--- src/rtl/seg7_pkg.sv ---
// Shared types and constants for the multiplexed 7-segment scan driver.
// Segment codes are active-high, bit order {g,f,e,d,c,b,a}.
package seg7_pkg;

  typedef enum logic {
    SCAN  = 1'b0,
    BLANK = 1'b1
  } scan_state_t;

  localparam logic [6:0] SEG_OFF = 7'b0000000;

  localparam logic [1:0] DIG_UNITS = 2'd0;
  localparam logic [1:0] DIG_TENS  = 2'd1;
  localparam logic [1:0] DIG_B     = 2'd2;
  localparam logic [1:0] DIG_A     = 2'd3;

  // Entry 15 is leftmost in the concatenation.
  localparam logic [15:0][6:0] SEG_HEX = {
    7'h71, 7'h79, 7'h5E, 7'h39, 7'h7C, 7'h77, 7'h6F, 7'h7F,
    7'h07, 7'h7D, 7'h6D, 7'h66, 7'h4F, 7'h5B, 7'h06, 7'h3F
  };

endpackage

--- src/rtl/seg7_decoder.sv ---
// Hex digit to active-high segment pattern, with a forced-blank input.
module seg7_decoder
  import seg7_pkg::*;
(
  input  logic [3:0] i_val,
  input  logic       i_blank,
  output logic [6:0] o_seg
);

  assign o_seg = i_blank ? SEG_OFF : SEG_HEX[i_val];

endmodule

--- src/rtl/seg7_scan_mux.sv ---
// Four-digit common-anode scan driver: A, B and the decimal result {Cout,Sum},
// with anode dead-time between digits and frame-aligned operand updates.
module seg7_scan_mux
  import seg7_pkg::*;
#(
  parameter int BLANK_CYC  = 2,
  parameter bit ACTIVE_LOW = 1'b1,
  parameter bit LZB        = 1'b1
) (
  input  logic       Clk,
  input  logic       Clr,
  input  logic       Tick,
  input  logic       Load,
  input  logic [3:0] A,
  input  logic [3:0] B,
  input  logic [3:0] Sum,
  input  logic       Cout,
  output logic [6:0] Seg,
  output logic [3:0] An
);

  localparam logic [3:0] BC_LOAD = 4'(BLANK_CYC - 1);
  localparam logic [6:0] SEG_POL = ACTIVE_LOW ? 7'h7F : 7'h00;
  localparam logic [3:0] AN_POL  = ACTIVE_LOW ? 4'hF : 4'h0;

  scan_state_t r_state, w_state_next;
  logic [1:0]  r_idx, w_idx_next;
  logic [3:0]  r_bc, w_bc_next;
  logic        r_pend, w_pend_next;
  logic [3:0]  r_disp_a, r_disp_b, r_shd_a, r_shd_b;
  logic [4:0]  r_disp_r, r_shd_r;
  logic [3:0]  w_disp_a_next, w_disp_b_next;
  logic [4:0]  w_disp_r_next;
  logic        w_frame;
  logic [1:0]  w_tens;
  logic [3:0]  w_units;
  logic [3:0]  w_dig_val;
  logic        w_dig_blank;
  logic [6:0]  w_dec_seg, w_seg_raw;
  logic [3:0]  w_an_raw;

  always_comb begin
    w_state_next = r_state;
    w_idx_next   = r_idx;
    w_bc_next    = r_bc;
    w_frame      = 1'b0;
    case (r_state)
      SCAN: begin
        if (Tick) begin
          w_idx_next   = r_idx + 2'd1;
          w_bc_next    = BC_LOAD;
          w_state_next = BLANK;
        end
      end
      BLANK: begin
        if (r_bc == 4'd0) begin
          w_state_next = SCAN;
          w_frame      = (r_idx == DIG_UNITS);
        end else begin
          w_bc_next = r_bc - 4'd1;
        end
      end
      default: w_state_next = SCAN;
    endcase
  end

  // A Load landing on the frame edge bypasses the shadow so it shows at once.
  always_comb begin
    w_disp_a_next = r_disp_a;
    w_disp_b_next = r_disp_b;
    w_disp_r_next = r_disp_r;
    w_pend_next   = r_pend;
    if (w_frame && Load) begin
      w_disp_a_next = A;
      w_disp_b_next = B;
      w_disp_r_next = {Cout, Sum};
      w_pend_next   = 1'b0;
    end else if (w_frame) begin
      if (r_pend) begin
        w_disp_a_next = r_shd_a;
        w_disp_b_next = r_shd_b;
        w_disp_r_next = r_shd_r;
      end
      w_pend_next = 1'b0;
    end else if (Load) begin
      w_pend_next = 1'b1;
    end
  end

  always_comb begin
    w_tens  = 2'd0;
    w_units = w_disp_r_next[3:0];
    if (w_disp_r_next >= 5'd30) begin
      w_tens  = 2'd3;
      w_units = 4'(w_disp_r_next - 5'd30);
    end else if (w_disp_r_next >= 5'd20) begin
      w_tens  = 2'd2;
      w_units = 4'(w_disp_r_next - 5'd20);
    end else if (w_disp_r_next >= 5'd10) begin
      w_tens  = 2'd1;
      w_units = 4'(w_disp_r_next - 5'd10);
    end
  end

  always_comb begin
    w_dig_val   = w_units;
    w_dig_blank = 1'b0;
    case (w_idx_next)
      DIG_UNITS: w_dig_val = w_units;
      DIG_TENS: begin
        w_dig_val   = {2'b00, w_tens};
        w_dig_blank = LZB && (w_disp_r_next < 5'd10);
      end
      DIG_B:     w_dig_val = w_disp_b_next;
      DIG_A:     w_dig_val = w_disp_a_next;
      default:   w_dig_val = w_units;
    endcase
  end

  seg7_decoder u_dec (
    .i_val  (w_dig_val),
    .i_blank(w_dig_blank),
    .o_seg  (w_dec_seg)
  );

  // Outputs are registered from next-state values so Seg and An move together.
  assign w_seg_raw = (w_state_next == SCAN) ? w_dec_seg : SEG_OFF;
  assign w_an_raw  = (w_state_next == SCAN) ? (4'b0001 << w_idx_next) : 4'b0000;

  always_ff @(posedge Clk) begin
    if (Clr) begin
      r_state  <= SCAN;
      r_idx    <= 2'd0;
      r_bc     <= 4'd0;
      r_pend   <= 1'b0;
      r_disp_a <= 4'd0;
      r_disp_b <= 4'd0;
      r_disp_r <= 5'd0;
      r_shd_a  <= 4'd0;
      r_shd_b  <= 4'd0;
      r_shd_r  <= 5'd0;
      Seg      <= SEG_HEX[0] ^ SEG_POL;
      An       <= 4'b0001 ^ AN_POL;
    end else begin
      r_state  <= w_state_next;
      r_idx    <= w_idx_next;
      r_bc     <= w_bc_next;
      r_pend   <= w_pend_next;
      r_disp_a <= w_disp_a_next;
      r_disp_b <= w_disp_b_next;
      r_disp_r <= w_disp_r_next;
      if (Load) begin
        r_shd_a <= A;
        r_shd_b <= B;
        r_shd_r <= {Cout, Sum};
      end
      Seg <= w_seg_raw ^ SEG_POL;
      An  <= w_an_raw ^ AN_POL;
    end
  end

endmodule

--- config.mk ---
export PLATFORM = sky130hd
export DESIGN_NAME = seg7_scan_mux
export DESIGN_NICKNAME = d
export VERILOG_FILES = /design/src/rtl/seg7_pkg.sv /design/src/rtl/seg7_decoder.sv /design/src/rtl/seg7_scan_mux.sv
export SDC_FILE = /design/constraint.sdc
export NUM_CORES = 1
export LEC_CHECK = 0
export BUFFER_PORTS_ARGS = -buffer_cell sky130_fd_sc_hd__buf_2
export CAP_MARGIN = 20
export CORE_ASPECT_RATIO = 0.75
export CORE_MARGIN = 2
export CORE_UTILIZATION = 40
export CTS_CLUSTER_DIAMETER = 30
export CTS_CLUSTER_SIZE = 12
export DETAILED_ROUTE_END_ITERATION = 6
export PLACE_DENSITY = 0.57
export SLEW_MARGIN = 20
export SYNTH_ARGS = -nofsm -noshare
export SYNTH_HDL_FRONTEND = slang
export SYNTH_HIERARCHICAL = 1
export SYNTH_SLANG_ARGS = --single-unit
--- constraint.sdc ---
create_clock -name Clk -period 5.65 [get_ports Clk]
set_input_delay 1.13 -clock Clk [delete_from_list [all_inputs] [get_ports Clk]]
set_output_delay 1.13 -clock Clk [all_outputs]
set_load 0.02 [all_outputs]
==> impl_metrics.csv <==
group,metric,value,unit
outcome,outcome,"finished, final reports clean",
worst_setup_path,crit_required,5800,ps
worst_setup_path,cp-end-kind,"register",
finish,nets,312,
logic_synthesis,synth-edff-count,0,
worst_setup_path,worstRegToRegCells,16,
clock_tree,clock_latency,290,ps
timing,hold_viol_final,0,
timing,slew_headroom,0.434,
logic_synthesis,yosysUniqueCellTypes,50,
power,p_leak,1.08,nW
timing,fin_crit_sh,0.793,
logic_synthesis,syn_area,2390,um^2
die,io_pins,28,
timing,fmax,223,MHz
drt,ant_nets,0,
finish,final_cells,364,
logic_synthesis,synth_top_cell_area_share,0.377,
placement,place.gp.congestion,0.866,
worst_setup_path,worst-r2r-setup-slack,1440,ps
drt,wl_per_cell,13.9,um
clock_tree,ctsResizeCount,0,
clock_tree,numCtsBuffers,5,
logic_synthesis,synthTopCellsByArea,"dfxtp_1 38%, mux2i_1 9.6%, nor2_1 6.7%",
logic_synthesis,synthSimpleGateAreaFrac,0.181,
clock_tree,clock-sinks,45,
logic_synthesis,synthMuxAreaShare,0.124,
finish,syn_to_final_growth,10.6,%
drt,wl_met3,173,um
drt,vias_per_cell,5.29,
timing,rsz0062_at_grt,"no",
grt,grt_start_max_net_pins,43,
worst_setup_path,arrival,4630,ps
die,core_area,5800,um^2
logic_synthesis,ys_async_sr_fraction,0,
clock_tree,cts_tree,"yes",
logic_synthesis,avgSynthCellArea,8.96,um^2
clock_tree,cts-root-buf,"clkbuf_8",
clock_tree,post_cts_buffers,0,
timing,slew_viol_final,0,
finish,antenna_cells,0,
worst_setup_path,startpoint,"Load",
min_path,hp-start,"r_shd_b[3]",
worst_setup_path,path_class,"primary input to register",
placement,hpwl,3460,um
drt,drtIter0Drc,81,
die,fp.dieW,93.3,um
logic_synthesis,synthFlopType,"dfxtp_1",
logic_synthesis,syn_inst,267,
die,initial_core_util,0.413,
drt,vias,1925,
timing,setup_viol,0,
job,cap_violations,0,
drt,drc_errors,0,
worst_setup_path,crit_path_start_kind,"primary input",
grt,grt-ovfl-total,0,
placement,portBuffers,27,
grt,grtUsageTotal,0.158,
logic_synthesis,yosys.area.top_type,"dfxtp_1",
timing,period_needed,4480,ps
power,finalPower,0.000832,W
die,dieArea,6620,um^2
drt,first_pass_iters,4,
timing,worst_pin_slew,842,ps
die,num_rows,24,
finish,fill_cells,578,
placement,place_inst,357,
logic_synthesis,ys_seq_area_frac,0.377,
drt,wirelength,5040,um
logic_synthesis,yosys_warnings,6,
power,power_density,315,nW/um^2
clock_tree,cts_hold_buffers,0,
clock_tree,path_clk_slew,80,ps
worst_setup_path,r2r-start,"r_idx[0]",
min_path,holdPathEnd,"r_shd_b[3]",
timing,final.setup.tns,0,ps
drt,routed-wl-met2,2080,um
logic_synthesis,synth_fa_ha_area_frac,0.0513,
clock_tree,cts_max_level,2,
timing,clock_skew,7.68,ps
min_path,hold_depth,2,
finish,drive_gt1_frac,0.168,
die,die_h,71.0,um
drt,wl_met1,2770,um
logic_synthesis,ys_seq_elements,45,
min_path,hold_path_class,"register to register",
logic_synthesis,synth_xor_area_frac,0.0110,
logic_synthesis,synth_compound_area_frac,0.198,
clock_tree,cts_buffer_depth,2,
power,vdd_ir_drop_max,0.000137,V
logic_synthesis,synth_nets,293,
drt,maxUsedRoutingLayer,"met4",
logic_synthesis,synth_top_family_by_area,"compound AO/OA/AOI/OAI gates",
timing,whs,497,ps
worst_setup_path,crit_fanout,21,
grt,antenna_found_initial,0,
worst_setup_path,r2r_end,"Seg[3]",
grt,grt_pass1_wl,8360,um
grt,grt_pass1_vias,1705,
## cell usage in the layout (no fill, tap or decap), types with 2 or more instances in the layout
cell      Yosys  routed
o21a_1        2       2
nor3_1       12      12
buf_2         2      27
ha_1          9       9
mux2i_1      23      23
o221ai_1      4       4
nor2_1       43      43
a211oi_1     11      11
a21o_1        6       6
nand2b_1      2       2
mux4_2        2       2
inv_1        11      11
mux2_2        2       2
buf_4         4       4
dfxtp_1      45      45
o32a_1        5       5
a21oi_1      13      13
nand2_1      10      10
clkbuf_8      0       6
o21ai_0       5       5
a31oi_1       3       3
xnor2_1       3       3
and3_1        2       2
nand3_1       5       5
nor2b_1       7       7
## synthesized netlist by cell type (2+ instances only)
library cell / number
inv_1: 11
nand2b_1: 2
a21o_1: 6
a21oi_1: 13
o21a_1: 2
mux2_2: 2
and3_1: 2
xnor2_1: 3
nand2_1: 10
nor2b_1: 7
buf_2: 2
mux2i_1: 23
nand3_1: 5
o221ai_1: 4
a31oi_1: 3
a211oi_1: 11
o32a_1: 5
clkbuf_1: 11
ha_1: 9
buf_4: 4
nor3_1: 12
o21ai_0: 5
nor2_1: 43
mux4_2: 2
dfxtp_1: 45
## worst max-delay path: stages
cell	delay [ps]
buf_2	470
nand3_4	320
o221ai_2	450
ha_1	240
inv_1	70
o2111a_1	280
o311ai_0	320
o211a_1	300
inv_1	110
ha_1	280
inv_1	40
mux4_2	440
nor2_1	90
a21oi_1	60
## registers in the layout, summed over array words and instances, names as in the netlist
register,cells
r_disp_b,4
r_shd_a,4
r_disp_a,4
r_idx,2
r_disp_r,5
r_state,1
Seg,7
r_bc,4
An,4
r_shd_b,4
r_shd_r,5
r_pend,1
## report_power, final
| group | switching, W | internal [W] | leakage, nW | total [W] |
|---|---|---|---|---|
| sequential | 0.0000122 | 0.000345 | 0.370 | 0.000357 |
| combinational | 0.000165 | 0.000113 | 0.670 | 0.000278 |
| clock | 0.000100 | 0.0000971 | 0.0443 | 0.000197 |
## stage by stage
stage,setup WS [ps],util,area (um^2)
2_1_floorplan,1770,-,2390
3_3_place_gp,955,0.441,2560
3_5_place_dp,876,0.441,2560
4_1_cts,1190,0.456,2650
5_1_grt,906,0.456,2650
6_report,1170,0.456,2650
## worst max-delay path by stage
| stage | to | cells past startpoint |
|---|---|---|
| final | Seg[3] | 14 |
| after global routing | Seg[3] | 14 |
| after CTS | Seg[3] | 14 |
| after detailed placement | Seg[3] | 14 |
| after global placement | Seg[3] | 14 |
| after floorplan | Seg[3] | 13 |
## metal layers
metal,global-route usage,vias to the layer above
li1,-,1001
met1,0.239,895
met2,0.225,27
met4,0.0343,0
met5,0,-
met3,0.0426,2
## logic make-up after synthesis
group                    Yosys count
AND/OR/NAND/NOR                   89
AO/OA/AOI/OAI                     63
flip-flops                        45
XOR/XNOR                           3
multiplexers                      27
adder cells (fa/ha/maj)           10
buffers and inverters             30
## final cells by class
type | count | area (um^2) | share of cell area
multi-input combinational | 192 | 1350 | 0.512
sequential | 45 | 901 | 0.341
timing repair buffer | 31 | 165 | 0.0624
inverter | 11 | 41.3 | 0.0156
tap | 78 | 97.6 | 0.0369
clock buffer | 7 | 86.3 | 0.0326
No activity file was read; power rests on OpenSTA's default activity.
